==> src/rtl/serial_out_pkg.sv <==
// Shared types and line-level constants for the serial output buffer.
package serial_out_pkg;

  typedef enum logic [1:0] {
    IDLE  = 2'd0,
    START = 2'd1,
    DATA  = 2'd2,
    STOP  = 2'd3
  } state_t;

  localparam logic LINE_IDLE = 1'b1;
  localparam logic START_BIT = 1'b0;

endpackage

==> src/rtl/serial_out_buffer_if.sv <==
// Grant/data handshake from the arbiter plus the serial line and FIFO status back.
interface serial_out_buffer_if #(
  parameter int DATA_W = 8,
  parameter int DEPTH  = 4
);
  localparam int CNT_W = $clog2(DEPTH + 1);

  logic [DATA_W-1:0] data;
  logic              gnt_0;
  logic              gnt_1;
  logic              serial_out;
  logic              busy;
  logic              full;
  logic              empty;
  logic [CNT_W-1:0]  count;
  logic              overflow;

  modport master (
    output data, gnt_0, gnt_1,
    input  serial_out, busy, full, empty, count, overflow
  );

  modport slave (
    input  data, gnt_0, gnt_1,
    output serial_out, busy, full, empty, count, overflow
  );
endinterface

==> src/rtl/sync_fifo.sv <==
// Circular-buffer FIFO; a push into a full FIFO is taken only when a pop frees the slot on the same edge.
module sync_fifo #(
  parameter int DATA_W = 8,
  parameter int DEPTH  = 4,
  localparam int CNT_W = $clog2(DEPTH + 1)
) (
  input  logic              clock,
  input  logic              reset,
  input  logic              push,
  input  logic              pop,
  input  logic [DATA_W-1:0] din,
  output logic [DATA_W-1:0] dout,
  output logic              full,
  output logic              empty,
  output logic [CNT_W-1:0]  count
);
  localparam int PTR_W = (DEPTH > 1) ? $clog2(DEPTH) : 1;

  logic [DATA_W-1:0] mem [DEPTH];
  logic [PTR_W-1:0]  wr_ptr;
  logic [PTR_W-1:0]  rd_ptr;
  logic              push_ok;
  logic              pop_ok;

  assign pop_ok  = pop & ~empty;
  assign push_ok = push & (~full | pop_ok);

  always_ff @(posedge clock) begin
    if (push_ok) mem[wr_ptr] <= din;
  end

  // Pointers wrap naturally because DEPTH is a power of two.
  always_ff @(posedge clock or posedge reset) begin
    if (reset) begin
      wr_ptr <= '0;
      rd_ptr <= '0;
      count  <= '0;
    end else begin
      if (push_ok) wr_ptr <= wr_ptr + PTR_W'(1);
      if (pop_ok)  rd_ptr <= rd_ptr + PTR_W'(1);
      count <= count + CNT_W'(push_ok) - CNT_W'(pop_ok);
    end
  end

  assign dout  = mem[rd_ptr];
  assign full  = (count == CNT_W'(DEPTH));
  assign empty = (count == '0);
endmodule

==> src/rtl/serial_out_buffer.sv <==
// Buffers granted words and sends each as a start/8-data/stop frame, LSB first.
module serial_out_buffer
  import serial_out_pkg::*;
#(
  parameter int DATA_W       = 8,
  parameter int DEPTH        = 4,
  parameter int CLKS_PER_BIT = 4
) (
  input  logic              clock,
  input  logic              reset,
  serial_out_buffer_if.slave bus
);
  localparam int CNT_W  = $clog2(DEPTH + 1);
  localparam int TICK_W = (CLKS_PER_BIT > 1) ? $clog2(CLKS_PER_BIT) : 1;
  localparam int BIT_W  = $clog2(DATA_W + 1);
  localparam logic [TICK_W-1:0] TICK_LAST = TICK_W'(CLKS_PER_BIT - 1);
  localparam logic [BIT_W-1:0]  BIT_LAST  = BIT_W'(DATA_W - 1);

  state_t            state;
  logic [TICK_W-1:0] tick_cnt;
  logic [BIT_W-1:0]  bit_cnt;
  logic [DATA_W-1:0] shift;
  logic              serial_q;
  logic              overflow_q;

  logic              wr;
  logic              pop;
  logic              tick_last;
  logic              fifo_full;
  logic              fifo_empty;
  logic [CNT_W-1:0]  fifo_count;
  logic [DATA_W-1:0] head;

  assign wr        = bus.gnt_0 | bus.gnt_1;
  assign tick_last = (tick_cnt == TICK_LAST);
  // Pop only from registered occupancy, so a word written this edge waits one cycle.
  assign pop       = ~fifo_empty & ((state == IDLE) | ((state == STOP) & tick_last));

  sync_fifo #(
    .DATA_W (DATA_W),
    .DEPTH  (DEPTH)
  ) u_fifo (
    .clock (clock),
    .reset (reset),
    .push  (wr),
    .pop   (pop),
    .din   (bus.data),
    .dout  (head),
    .full  (fifo_full),
    .empty (fifo_empty),
    .count (fifo_count)
  );

  always_ff @(posedge clock) begin
    if (pop)                          shift <= head;
    else if (state == DATA && tick_last) shift <= shift >> 1;
  end

  always_ff @(posedge clock or posedge reset) begin
    if (reset) begin
      state      <= IDLE;
      tick_cnt   <= '0;
      bit_cnt    <= '0;
      serial_q   <= LINE_IDLE;
      overflow_q <= 1'b0;
    end else begin
      if (wr && fifo_full && !pop) overflow_q <= 1'b1;
      case (state)
        IDLE: begin
          serial_q <= LINE_IDLE;
          if (pop) begin
            state    <= START;
            serial_q <= START_BIT;
            tick_cnt <= '0;
            bit_cnt  <= '0;
          end
        end
        START: begin
          if (tick_last) begin
            tick_cnt <= '0;
            state    <= DATA;
            serial_q <= shift[0];
          end else begin
            tick_cnt <= tick_cnt + TICK_W'(1);
          end
        end
        DATA: begin
          if (tick_last) begin
            tick_cnt <= '0;
            bit_cnt  <= bit_cnt + BIT_W'(1);
            if (bit_cnt == BIT_LAST) begin
              state    <= STOP;
              serial_q <= LINE_IDLE;
            end else begin
              serial_q <= shift[1];
            end
          end else begin
            tick_cnt <= tick_cnt + TICK_W'(1);
          end
        end
        STOP: begin
          if (tick_last) begin
            tick_cnt <= '0;
            // Chain straight into the next frame when a word is waiting.
            if (pop) begin
              state    <= START;
              serial_q <= START_BIT;
              bit_cnt  <= '0;
            end else begin
              state    <= IDLE;
              serial_q <= LINE_IDLE;
            end
          end else begin
            tick_cnt <= tick_cnt + TICK_W'(1);
          end
        end
        default: begin
          state    <= IDLE;
          serial_q <= LINE_IDLE;
        end
      endcase
    end
  end

  assign bus.serial_out = serial_q;
  assign bus.busy       = (state != IDLE);
  assign bus.full       = fifo_full;
  assign bus.empty      = fifo_empty;
  assign bus.count      = fifo_count;
  assign bus.overflow   = overflow_q;
endmodule

==> src/flat_wrapper.sv <==
// flat-port wrapper written by rule: the top's interface ports become plain ports
module serial_out_buffer_flat import serial_out_pkg::*;
#(
  parameter int DATA_W       = 8,
  parameter int DEPTH        = 4,
  parameter int CLKS_PER_BIT = 4
)
  (clock, reset, bus_data, bus_gnt_0, bus_gnt_1, bus_serial_out, bus_busy, bus_full, bus_empty, bus_count, bus_overflow);
  serial_out_buffer_if #(.DATA_W(DATA_W), .DEPTH(DEPTH)) bus_i ();
  input  logic clock;
  input  logic reset;
  input wire logic [$bits(bus_i.data)-1:0] bus_data;
  input wire logic [$bits(bus_i.gnt_0)-1:0] bus_gnt_0;
  input wire logic [$bits(bus_i.gnt_1)-1:0] bus_gnt_1;
  output wire logic [$bits(bus_i.serial_out)-1:0] bus_serial_out;
  output wire logic [$bits(bus_i.busy)-1:0] bus_busy;
  output wire logic [$bits(bus_i.full)-1:0] bus_full;
  output wire logic [$bits(bus_i.empty)-1:0] bus_empty;
  output wire logic [$bits(bus_i.count)-1:0] bus_count;
  output wire logic [$bits(bus_i.overflow)-1:0] bus_overflow;
  assign bus_i.data = bus_data;
  assign bus_i.gnt_0 = bus_gnt_0;
  assign bus_i.gnt_1 = bus_gnt_1;
  assign bus_serial_out = bus_i.serial_out;
  assign bus_busy = bus_i.busy;
  assign bus_full = bus_i.full;
  assign bus_empty = bus_i.empty;
  assign bus_count = bus_i.count;
  assign bus_overflow = bus_i.overflow;
  serial_out_buffer #(.DATA_W(DATA_W), .DEPTH(DEPTH), .CLKS_PER_BIT(CLKS_PER_BIT)) u_core (.clock(clock), .reset(reset), .bus(bus_i));
endmodule
==> config.mk <==
export PLATFORM = sky130hd
export DESIGN_NAME = serial_out_buffer_flat
export DESIGN_NICKNAME = d
export VERILOG_FILES = /design/src/rtl/serial_out_pkg.sv /design/src/rtl/serial_out_buffer_if.sv /design/src/rtl/sync_fifo.sv /design/src/rtl/serial_out_buffer.sv /design/src/flat_wrapper.sv
export SDC_FILE = /design/constraint.sdc
export NUM_CORES = 1
export LEC_CHECK = 0
export BUFFER_PORTS_ARGS = -buffer_cell sky130_fd_sc_hd__buf_2
export CAP_MARGIN = 20
export CORE_ASPECT_RATIO = 1.4
export CORE_UTILIZATION = 59
export CTS_CLUSTER_SIZE = 14
export DETAILED_ROUTE_END_ITERATION = 12
export PLACE_DENSITY_LB_ADDON = 0.2
export SLEW_MARGIN = 40
export SYNTH_ARGS = -nofsm -noshare
export SYNTH_HDL_FRONTEND = slang
export SYNTH_SLANG_ARGS = --single-unit
export TNS_END_PERCENT = 100
==> constraint.sdc <==
create_clock -name clock -period 3.1 [get_ports clock]
set_clock_uncertainty 0.1 [all_clocks]
set_input_delay 0.62 -clock clock [delete_from_list [all_inputs] [get_ports clock]]
set_output_delay 0.62 -clock clock [all_outputs]
set_load 0.005 [all_outputs]
==> metrics.csv, run 1 <==
metric,value,unit
post-route-period-util,0.811,
ys_ff_latch,57,
rsz0062_at_grt,false,
max_stage_delay,0.41,ns
drive_gt1_frac,0.309,
fin_nets,213,
worstSetupStartpointType,flop,
via_per_inst,5.78,
reg2reg_from,u_core.state[0],
num_rows,28,
io_buffers,19,
wire_per_inst,18.0,µm
cts_resized,0,
ant_nets,0,
synthCells,161,
grt_pass1_wl,6.88,mm
clk_path_buf_depth,2,
cts_sinks,57,
cp-startpoint,u_core.state[0],
cp.arrival,2.66,ns
grtUsageMet2,0.362,
tightest_slew,0.696,ns
start_util,0.609,
grt.busiest_layer,met2,
synth_top_cell_by_area,edfxtp_1,
ys_seq_area_frac,0.636,
cp_slowest_cell,dfrtp_1,
hold_class,in2async,
post-route-util,0.682,
min_period,2.51,ns
endpoint_kind,flop,
place_congestion,0.797,
die_w,57.7,µm
grt_max_degree,18,
p_per_area,1090,nW/µm²
grt_use_total,0.217,
relSlewSlack,0.536,
cts_made_buffers,9,
synth.avg_cell_area,15.9,µm²
max_freq,0.398,GHz
place_hpwl,3.07,mm
regToRegEndpoint,u_core.u_fifo.count[2],
cp_cell_sequence,"inv_1, ha_1, a21oi_2, nor2_2, nand2_1, o21ai_0, ha_1, fa_1, xnor2_1, xnor2_1",
setup_tns,0,ns
dieArea,4610,µm²
cts_setup_buffers,0,
drv_slew,0,
clk_latency,0.32,ns
drc,1,
root_buffer,clkbuf_8,
cp.required,3.25,ns
yosysTopAreaCellShare,0.469,
drt_iter0_markers,44,
diodes,0,
met3_usage,0.0891,
crit_fanout,6,
final_common_cell,edfxtp_1,
p_leak,1.13,nW
grt_pass1_vias,1513,
use_met1,0.232,
coreArea,4200,µm²
maxCapViolCount,0,
firstDrtPassIters,8,
ctsHoldBuffers,0,
synthTopCellsByArea,"edfxtp_1, dfrtp_1, mux4_2, ha_1, mux2_2",
syn_area,2560,µm²
grt-ovfl-total,0,
n_fill_cell,293,
htreeDepth,3,
wl,4.24,mm
violations,DRC,
regToRegSetupSlack,0.59,ns
final_cell_mix,"edfxtp_1, buf_2, dfrtp_1",
synth_nets,187,
finalSetupViolCount,0,
ys_warn_count,0,
area_growth,11.9,%
yosysUniqueCellTypes,39,
antenna_found_initial,0,
io_pins,20,
status,"finished, violations left",
hold_viol_final,0,
fp.dieH,79.9,µm
cts_tree,built,
ff2ff_path_depth,10,
ir_drop,0.000505,V
path_clk_slew,0.06,ns
critPathKind,reg2reg,
via_count,1363,
[layout make-up]
cell class	instances	area [µm²]	share of cell area
flip-flops and latches	57	1630	0.568
multi-input cells	90	870	0.303
clock buffers	10	128	0.0445
repair buffers	20	103	0.0358
well taps	45	56.3	0.0197
clock inverters	5	47.5	0.0166
inverters	9	33.8	0.0118
[power breakdown]
part	internal (W)	switching, W	leakage, nW	total (W)
clock	0.000358	0.000266	0.0910	0.000624
combinational	0.000555	0.000565	0.468	0.00112
sequential	0.00117	0.000200	0.575	0.00137
[sequential cells by signal, indices dropped and copies added (netlist names)]
name,flops
u_core.state,2
u_core.bus.serial_out,1
u_core.bit_cnt,4
u_core.u_fifo.wr_ptr,2
u_core.u_fifo.rd_ptr,2
u_core.bus.overflow,1
u_core.u_fifo.mem,32
u_core.shift,8
u_core.tick_cnt,2
u_core.u_fifo.count,3
[worst max-delay path: cells and delay by family, from the launching register on]
family	cells	cell delay (ns)
compound gates	2	0.36
simple gates	2	0.24
flops	1	0.41
buf+inv	1	0.13
xor+xnor	2	0.32
fa+ha+maj	3	0.88
[logic make-up after synthesis]
group / Yosys count / synth area share
adders and majority gates: 14 / 0.0714
and+or+nand+nor: 32 / 0.0743
DFF: 57 / 0.636
muxes: 17 / 0.111
xor gates and xnor gates: 5 / 0.0171
buffers and inverters: 14 / 0.0244
AOI/OAI and AO/OA: 22 / 0.0655
[worst max-delay path by stage]
stage               cells past startpoint                endpoint  slack [ns]
floorplan                              11  u_core.u_fifo.count[2]        0.71
global placement                       10  u_core.u_fifo.count[2]        0.79
detailed placement                     10  u_core.u_fifo.count[2]        0.64
CTS                                    10  u_core.u_fifo.count[2]        0.58
global route                           10  u_core.u_fifo.count[2]        0.40
finish                                 10  u_core.u_fifo.count[2]        0.59
[per-stage QoR]
stage	cell area, µm²	worst slack, ns	hold slack (ns)	total power (W)	std cells
after floorplan	2560	0.711	0.364	0.00221	161
after global placement	2690	0.792	0.359	0.00243	221
after detailed placement	2690	0.644	0.387	0.00253	221
after CTS	2870	0.585	0.285	0.00316	236
after global routing	2870	0.398	0.320	0.00333	236
final	2870	0.587	0.293	0.00312	236
[Yosys cell counts, drive strengths merged]
| library cell | instances |
|---|---|
| a21o | 3 |
| a21oi | 2 |
| a22o | 2 |
| a311oi | 1 |
| a32o | 1 |
| and2 | 5 |
| and3b | 1 |
| buf | 4 |
| clkbuf | 1 |
| dfrtp | 16 |
| dfstp | 1 |
| edfxtp | 40 |
| fa | 1 |
| ha | 13 |
| inv | 9 |
| mux2 | 9 |
| mux4 | 8 |
| nand2 | 7 |
| nand2b | 2 |
| nand3 | 2 |
| nand3b | 1 |
| nor2 | 6 |
| nor3 | 5 |
| nor3b | 1 |
| o21ai | 8 |
| o21ba | 1 |
| o21bai | 2 |
| o221ai | 1 |
| o41a | 1 |
| or2 | 1 |
| or4b | 1 |
| xnor2 | 4 |
| xor2 | 1 |
[routing by layer]
layer | routed length [µm] | vias up
li1 | - | 649
met1 | 1610 | 679
met2 | 2370 | 28
met3 | 170 | 7
met4 | 88 | 0
met5 | 0 | -
Note: power is estimated with default switching activity, not from simulation.
==> run 2: changes to the inputs <==
==> constraint.sdc (replaced) <==
create_clock -name clock -period 2.4 [get_ports clock]
set_clock_uncertainty 0.1 [all_clocks]
set_input_delay 0.48 -clock clock [delete_from_list [all_inputs] [get_ports clock]]
set_output_delay 0.48 -clock clock [all_outputs]
set_load 0.005 [all_outputs]
==> run 2 against run 1 <==
  * The flow still finishes with violations (DRC)
  * Fmax rose by 9.6%
  * Non-clock buffer count rose by 7
  * Core utilization increased by 2.6 points
  * Count of clock-buffer cells in the layout did not move
  * Final area up 3.8%
  * Clock power is 51% higher
  * Via count grew 3.6%
==> metrics.csv, run 2 (same netlist as run 1, synthesis figures left out) <==
metric,value,unit,change
cts_sinks,57,,unchanged
critPathKind,reg2reg,,
via_per_inst,5.79,,+0.20%
num_rows,28,,unchanged
pwr-share-clk,0.220,,+0.020
final_cell_mix,"edfxtp_1, buf_2, dfrtp_1",,
dpl_cell_area,2730,µm²,+1.4%
fin_area,2980,µm²,+3.8%
finalSetupViolCount,0,,unchanged
largestRegisters,"u_core.u_fifo.mem x32, u_core.shift x8, u_core.bit_cnt x4",,
drv_slew,0,,unchanged
p_sw,0.00138,W,+34%
diodes,0,,unchanged
p_sw_frac,0.322,,-0.00865
grt_max_degree,18,,unchanged
die_w,57.7,µm,unchanged
fin_cells,244,,+3.4%
hold_viol_final,0,,unchanged
place_congestion,0.844,,+6.0%
p_seq_frac,0.412,,-0.029
htreeDepth,3,,unchanged
place_hpwl,2.95,mm,-3.8%
drt_iter0_markers,80,,+82%
cp.required,2.52,ns,-0.73 ns
cts_made_buffers,9,,unchanged
clk_path_buf_depth,2,,unchanged
wl,4.21,mm,-0.75%
ant_nets,0,,unchanged
coreArea,4200,µm²,unchanged
violations,DRC,,
cp.arrival,2.41,ns,-0.25 ns
grt_pass1_wl,6.96,mm,+1.2%
area_growth,16.2,%,
relSlewSlack,0.555,,+0.0193
io_buffers,19,,unchanged
grt-ovfl-total,0,,unchanged
drive_gt1_frac,0.367,,+0.0579
max_freq,0.436,GHz,+9.6%
firstDrtPassIters,8,,unchanged
grt_pass1_vias,1503,,-0.66%
antenna_found_initial,0,,unchanged
endpoint_kind,flop,,
comb_power_share,0.368,,+0.009
hold_class,in2async,,
cts_tree,built,,
via_count,1412,,+3.6%
drc,1,,unchanged
fin_hold_ws,0.139,ns,-0.153 ns
regToRegSetupSlack,0.11,ns,-0.48 ns
regMostFlops,u_core.u_fifo.mem,,
status,"finished, violations left",,
path_clk_slew,0.06,ns,about the same
min_period,2.29,ns,-0.220 ns
final_common_cell,edfxtp_1,,
fp.dieH,79.9,µm,unchanged
rsz0062_at_grt,false,,
root_buffer,clkbuf_8,,
maxCapViolCount,0,,unchanged
p_leak,1.19,nW,+4.8%
ctsHoldBuffers,0,,unchanged
dieArea,4610,µm²,unchanged
clk_latency,0.33,ns,about the same
start_util,0.609,,unchanged
internal_power,0.00290,W,+39%
wire_per_inst,17.2,µm,-4.0%
ir_drop,0.000929,V,+84%
tightest_slew,0.667,ns,-0.0289 ns
largest_reg_flops,32,,unchanged
grt_use_total,0.218,,+0.000655
worstSetupStartpointType,flop,,
dp.cells,226,,+2.3%
fin_nets,220,,+3.3%
crit_fanout,5,,-1
post-route-period-util,0.955,,+0.145
p_per_area,1440,nW/µm²,+32%
io_pins,20,,unchanged
## run 2: changes by cell type in the layout (fill, tap and decap cells not counted), sizes merged
cell	delta
bufinv	+1
buf	+7
## run 2: critical path, stage by stage (launching register included)
cell and delay [ns]:
dfrtp_1 0.38, inv_1 0.12, ha_2 0.23, a21oi_4 0.17
nor2_2 0.07, nand2_1 0.12, o21ai_0 0.13, ha_1 0.22
fa_2 0.36, xnor2_2 0.15, xnor2_1 0.13
## run 2: timing repair
| action | 4_1_cts | 5_1_grt |
|---|---|---|
| endpoints found under the setup margin | 1 | 1 |
| buffers inserted | 2 | 0 |
| gates resized for setup | 2 | 4 |
## run 2: area by class of cell
type	count	area, µm²
Timing Repair Buffer	27	155
Clock inverter	6	82.6
Clock buffer	10	128
Tap cell	45	56.3
Multi-Input combinational cell	90	892
Sequential cell	57	1630
Inverter	9	33.8
Fill cell	275	1230
## run 2: stage by stage
stage	worst slack, ns	utilization	TNS (ns)	power [W]
after floorplan	0.0112	-	0	0.00285
after detailed placement	-0.0723	0.649	-0.0723	0.00330
after CTS	0.0334	0.706	0	0.00431
after global routing	0.0398	0.708	0	0.00456
final	0.107	0.708	0	0.00428
after global placement	0.191	0.649	0	0.00317
## run 2: worst paths after layout
kind                                      endpoint                 from  cells past startpoint
hold / removal             u_core.u_fifo.wr_ptr[0]                reset                      2
setup / recovery            u_core.u_fifo.count[2]      u_core.state[0]                     10
hold reg to reg                u_core.bus.overflow  u_core.bus.overflow                      1
setup reg to reg            u_core.u_fifo.count[2]      u_core.state[0]                     10
max in group asynchronous          u_core.state[1]                reset                      2
min in group clock         u_core.u_fifo.mem[2][6]          bus_data[6]                      1
## run 2: metal layers
layer | up-vias | share of wire | GRT usage
met5 | - | 0 | 0
met4 | 0 | 0.021 | 0.126
met3 | 7 | 0.027 | 0.0583
met2 | 27 | 0.57 | 0.387
met1 | 709 | 0.38 | 0.227
li1 | 669 | - | -
## run 2: power groups by stage
stage	registers [W]	clock network, W	logic [W]
after CTS	0.00177	0.000958	0.00159
after floorplan	0.00167	0	0.00119
final	0.00177	0.000942	0.00158
after global placement	0.00176	0	0.00142
after detailed placement	0.00179	0	0.00152
after global routing	0.00182	0.000996	0.00175
==> run 3: changes to the inputs <==
--- a/config.mk
+++ b/config.mk
@@ -11,9 +11,11 @@
 export CORE_UTILIZATION = 59
 export CTS_CLUSTER_SIZE = 14
 export DETAILED_ROUTE_END_ITERATION = 12
+export HOLD_SLACK_MARGIN = 0.12
 export PLACE_DENSITY_LB_ADDON = 0.2
 export SLEW_MARGIN = 40
 export SYNTH_ARGS = -nofsm -noshare
 export SYNTH_HDL_FRONTEND = slang
+export SYNTH_HIERARCHICAL = 1
 export SYNTH_SLANG_ARGS = --single-unit
 export TNS_END_PERCENT = 100
==> run 3 against run 2 <==
  * The flow now finishes without violations
  * Clock power is 13% lower
  * Wire length is 8.0% higher
  * Critical path type unchanged
  * Power is 1.0% higher
  * Largest power group unchanged
  * Core utilization is 1.8 points higher
  * Critical endpoint is now u_core/u_fifo/count[2]
  * Die area is 1.4% higher
  * Synthesized cell count is 2.5% higher
  * Register-to-register slack worse by 0.02 ns
==> metrics.csv, run 3 <==
metric,value,unit,change
status,completed,,
hold_viol_final,0,,unchanged
clk_latency,0.32,ns,about the same
synthTopCellsByArea,"edfxtp_1, dfrtp_1, mux4_2, ha_1, mux2_2",,
tightest_slew,0.697,ns,+0.0301 ns
max_freq,0.432,GHz,-0.99%
io_pins,20,,unchanged
coreArea,4240,µm²,+0.83%
clk_path_buf_depth,2,,unchanged
dp.cells,248,,+9.7%
path_delay_family,adder cells,,
worstSetupStartpointType,flop,,
io_buffers,19,,unchanged
synth_ff_type,edfxtp_1,,
fin_hold_ws,0.269,ns,+0.129 ns
ant_nets,0,,unchanged
n_fill_cell,279,,+1.5%
die_w,58.1,µm,+0.70%
place_hpwl,3.34,mm,+13%
start_util,0.613,,+0.00382
async_flop_share,0.298,,unchanged
diodes,0,,unchanged
synth_edf_count,40,,unchanged
grt_max_degree,11,,-7
largest_reg_flops,32,,unchanged
post-route-util,0.726,,+0.0184
p_per_area,1410,nW/µm²,-2.4%
yosysTopAreaCellShare,0.462,,-0.00678
min_period,2.32,ns,+0.0229 ns
crit_fanout,6,,+1
path_clk_slew,0.06,ns,about the same
ys_warn_count,6,,+6
ys_seq_area_frac,0.627,,-0.00919
finalSetupViolCount,0,,unchanged
synth_nets,191,,+2.1%
cts_sinks,57,,unchanged
firstDrtPassIters,4,,-4
grt_pass1_vias,1593,,+6.0%
syn_area,2600,µm²,+1.5%
drc,0,,-1
synth_top_cell_by_area,edfxtp_1,,
setup_tns,0,ns,unchanged
fin_cells,266,,+9.0%
synth_common_cells,"edfxtp_1, inv_1, dfrtp_1",,
synth.avg_cell_area,15.7,µm²,-0.99%
multi_input_area,936,µm²,+4.9%
cts_made_buffers,9,,unchanged
final_common_cell,edfxtp_1,,
drive_gt1_frac,0.417,,+0.0506
endpoint_kind,flop,,
cp_slowest_cell,dfrtp_1,,
cp_cell_sequence,"inv_2, ha_4, a21oi_2, nor2_4, o31ai_4, nor2_2, a21o_2, ha_1, inv_1, fa_2, xnor2_2, xnor2_1",,
grt_use_total,0.221,,+0.00356
regToRegSetupSlack,0.08,ns,-0.02 ns
seqCellArea,1630,µm²,+0.23%
relSlewSlack,0.532,,-0.0227
htreeDepth,3,,unchanged
dieArea,4680,µm²,+1.4%
p_leak,1.21,nW,+2.0%
root_buffer,clkbuf_8,,
hold_class,in2reg,,
place_congestion,0.891,,+5.5%
synthCells,165,,+2.5%
grt-ovfl-total,0,,unchanged
cp.arrival,2.42,ns,about the same
final_cell_mix,"edfxtp_1, buf_2, inv_1",,
regMostFlops,u_core/u_fifo/mem,,
area_growth,18.5,%,
largestRegisters,"u_core/u_fifo/mem x32, u_core/shift x8, u_core/bit_cnt x4",,
drv_slew,0,,unchanged
via_count,1484,,+5.1%
via_per_inst,5.58,,-3.6%
critPathKind,reg2reg,,
post-route-period-util,0.965,,+0.00955
drt_iter0_markers,98,,+23%
cp.required,2.51,ns,about the same
ir_drop,0.000837,V,-9.9%
path_buf_inv,2,,+1
wl,4.55,mm,+8.0%
num_rows,28,,unchanged
grt_pass1_wl,7.20,mm,+3.4%
worst_slack,0.0844,ns,-0.0229 ns
max_stage_delay,0.44,ns,+0.06 ns
place_ws,0.0436,ns,+0.116 ns
fp.dieH,80.5,µm,+0.71%
yosysUniqueCellTypes,45,,+15%
yosys.cell_count.top_type,edfxtp_1,,
fin_nets,228,,+3.6%
cts_tree,built,,
antenna_found_initial,0,,unchanged
wire_per_inst,17.1,µm,-0.90%
ys_ff_latch,57,,unchanged
maxCapViolCount,0,,unchanged
## run 3: changes by cell type in the layout (fill, tap and decap cells not counted), moves of 4 or more
| cell | change |
|---|---|
| o21ai_0 | -6 |
| inv_1 | +8 |
| nand2_1 | -4 |
| o22ai_1 | +4 |
## run 3: through the flow
stage          power, W  area [µm²]
2_1_floorplan   0.00298        2650
3_3_place_gp    0.00337        2860
3_5_place_dp    0.00349        2860
4_1_cts         0.00433        3060
5_1_grt         0.00458        3080
6_report        0.00433        3080
## run 3: timing repair
item / 4_1_cts / 5_1_grt
resized for setup: 0 / 1
hold buffers: 1 / 0
endpoints found under the setup margin: 0 / 1
buffers inserted: 0 / 2
hold endpoints to repair: 16 / 0
## run 3: final timing paths
| path | depth (start not counted) | endpoint | from |
|---|---|---|---|
| hold / removal | 1 | u_core/u_fifo/mem[2][5] | bus_data[5] |
| setup reg to reg | 12 | u_core/u_fifo/count[2] | u_core/state[1] |
| setup / recovery | 12 | u_core/u_fifo/count[2] | u_core/state[1] |
| max in group asynchronous | 3 | u_core/bus.serial_out | reset |
| hold reg to reg | 1 | u_core/bus.overflow | u_core/bus.overflow |
| min in group asynchronous | 3 | u_core/u_fifo/count[2] | reset |
## run 3: logic make-up (layout without fill, tap and decap cells)
kind of cell,after synthesis,count (layout),share of synthesized area
flip-flops,57,57,0.627
AND/OR/NAND/NOR,24,24,0.0602
AO/OA/AOI/OAI,23,23,0.0742
buffers and inverters,23,64,0.0342
multiplexers,19,19,0.118
adder cells (fa/ha/maj),14,14,0.0703
XOR/XNOR,5,5,0.0169
## run 3: layer usage
metal	track usage	vias up	wire length, µm
met5	0	-	0
met4	0.143	0	117
met3	0.0419	13	103
met2	0.418	27	2680
met1	0.210	754	1650
li1	-	690	-
## run 3: worst reg2reg max path: stages, from the launching register on
cell and delay [ns]:
dfrtp_1 0.44, inv_2 0.15, ha_4 0.16, a21oi_2 0.05, nor2_4 0.14, o31ai_4 0.11, nor2_2 0.13, a21o_2 0.11
ha_1 0.14, inv_1 0.06, fa_2 0.35, xnor2_2 0.15, xnor2_1 0.12
## run 3: power breakdown
group	leakage [nW]	total, W	internal, W	switching, W
clock	0.0925	0.000817	0.000467	0.000350
sequential	0.574	0.00178	0.00153	0.000250
combinational	0.545	0.00173	0.000882	0.000851
## run 3: layout make-up
cell class / count / area share
multi-input combinational: 85 / 0.304
sequential: 57 / 0.530
tap: 60 / 0.0244
timing repair buffer: 30 / 0.0585
clock inverter: 6 / 0.0195
clock buffer: 9 / 0.0402
inverter: 19 / 0.0232
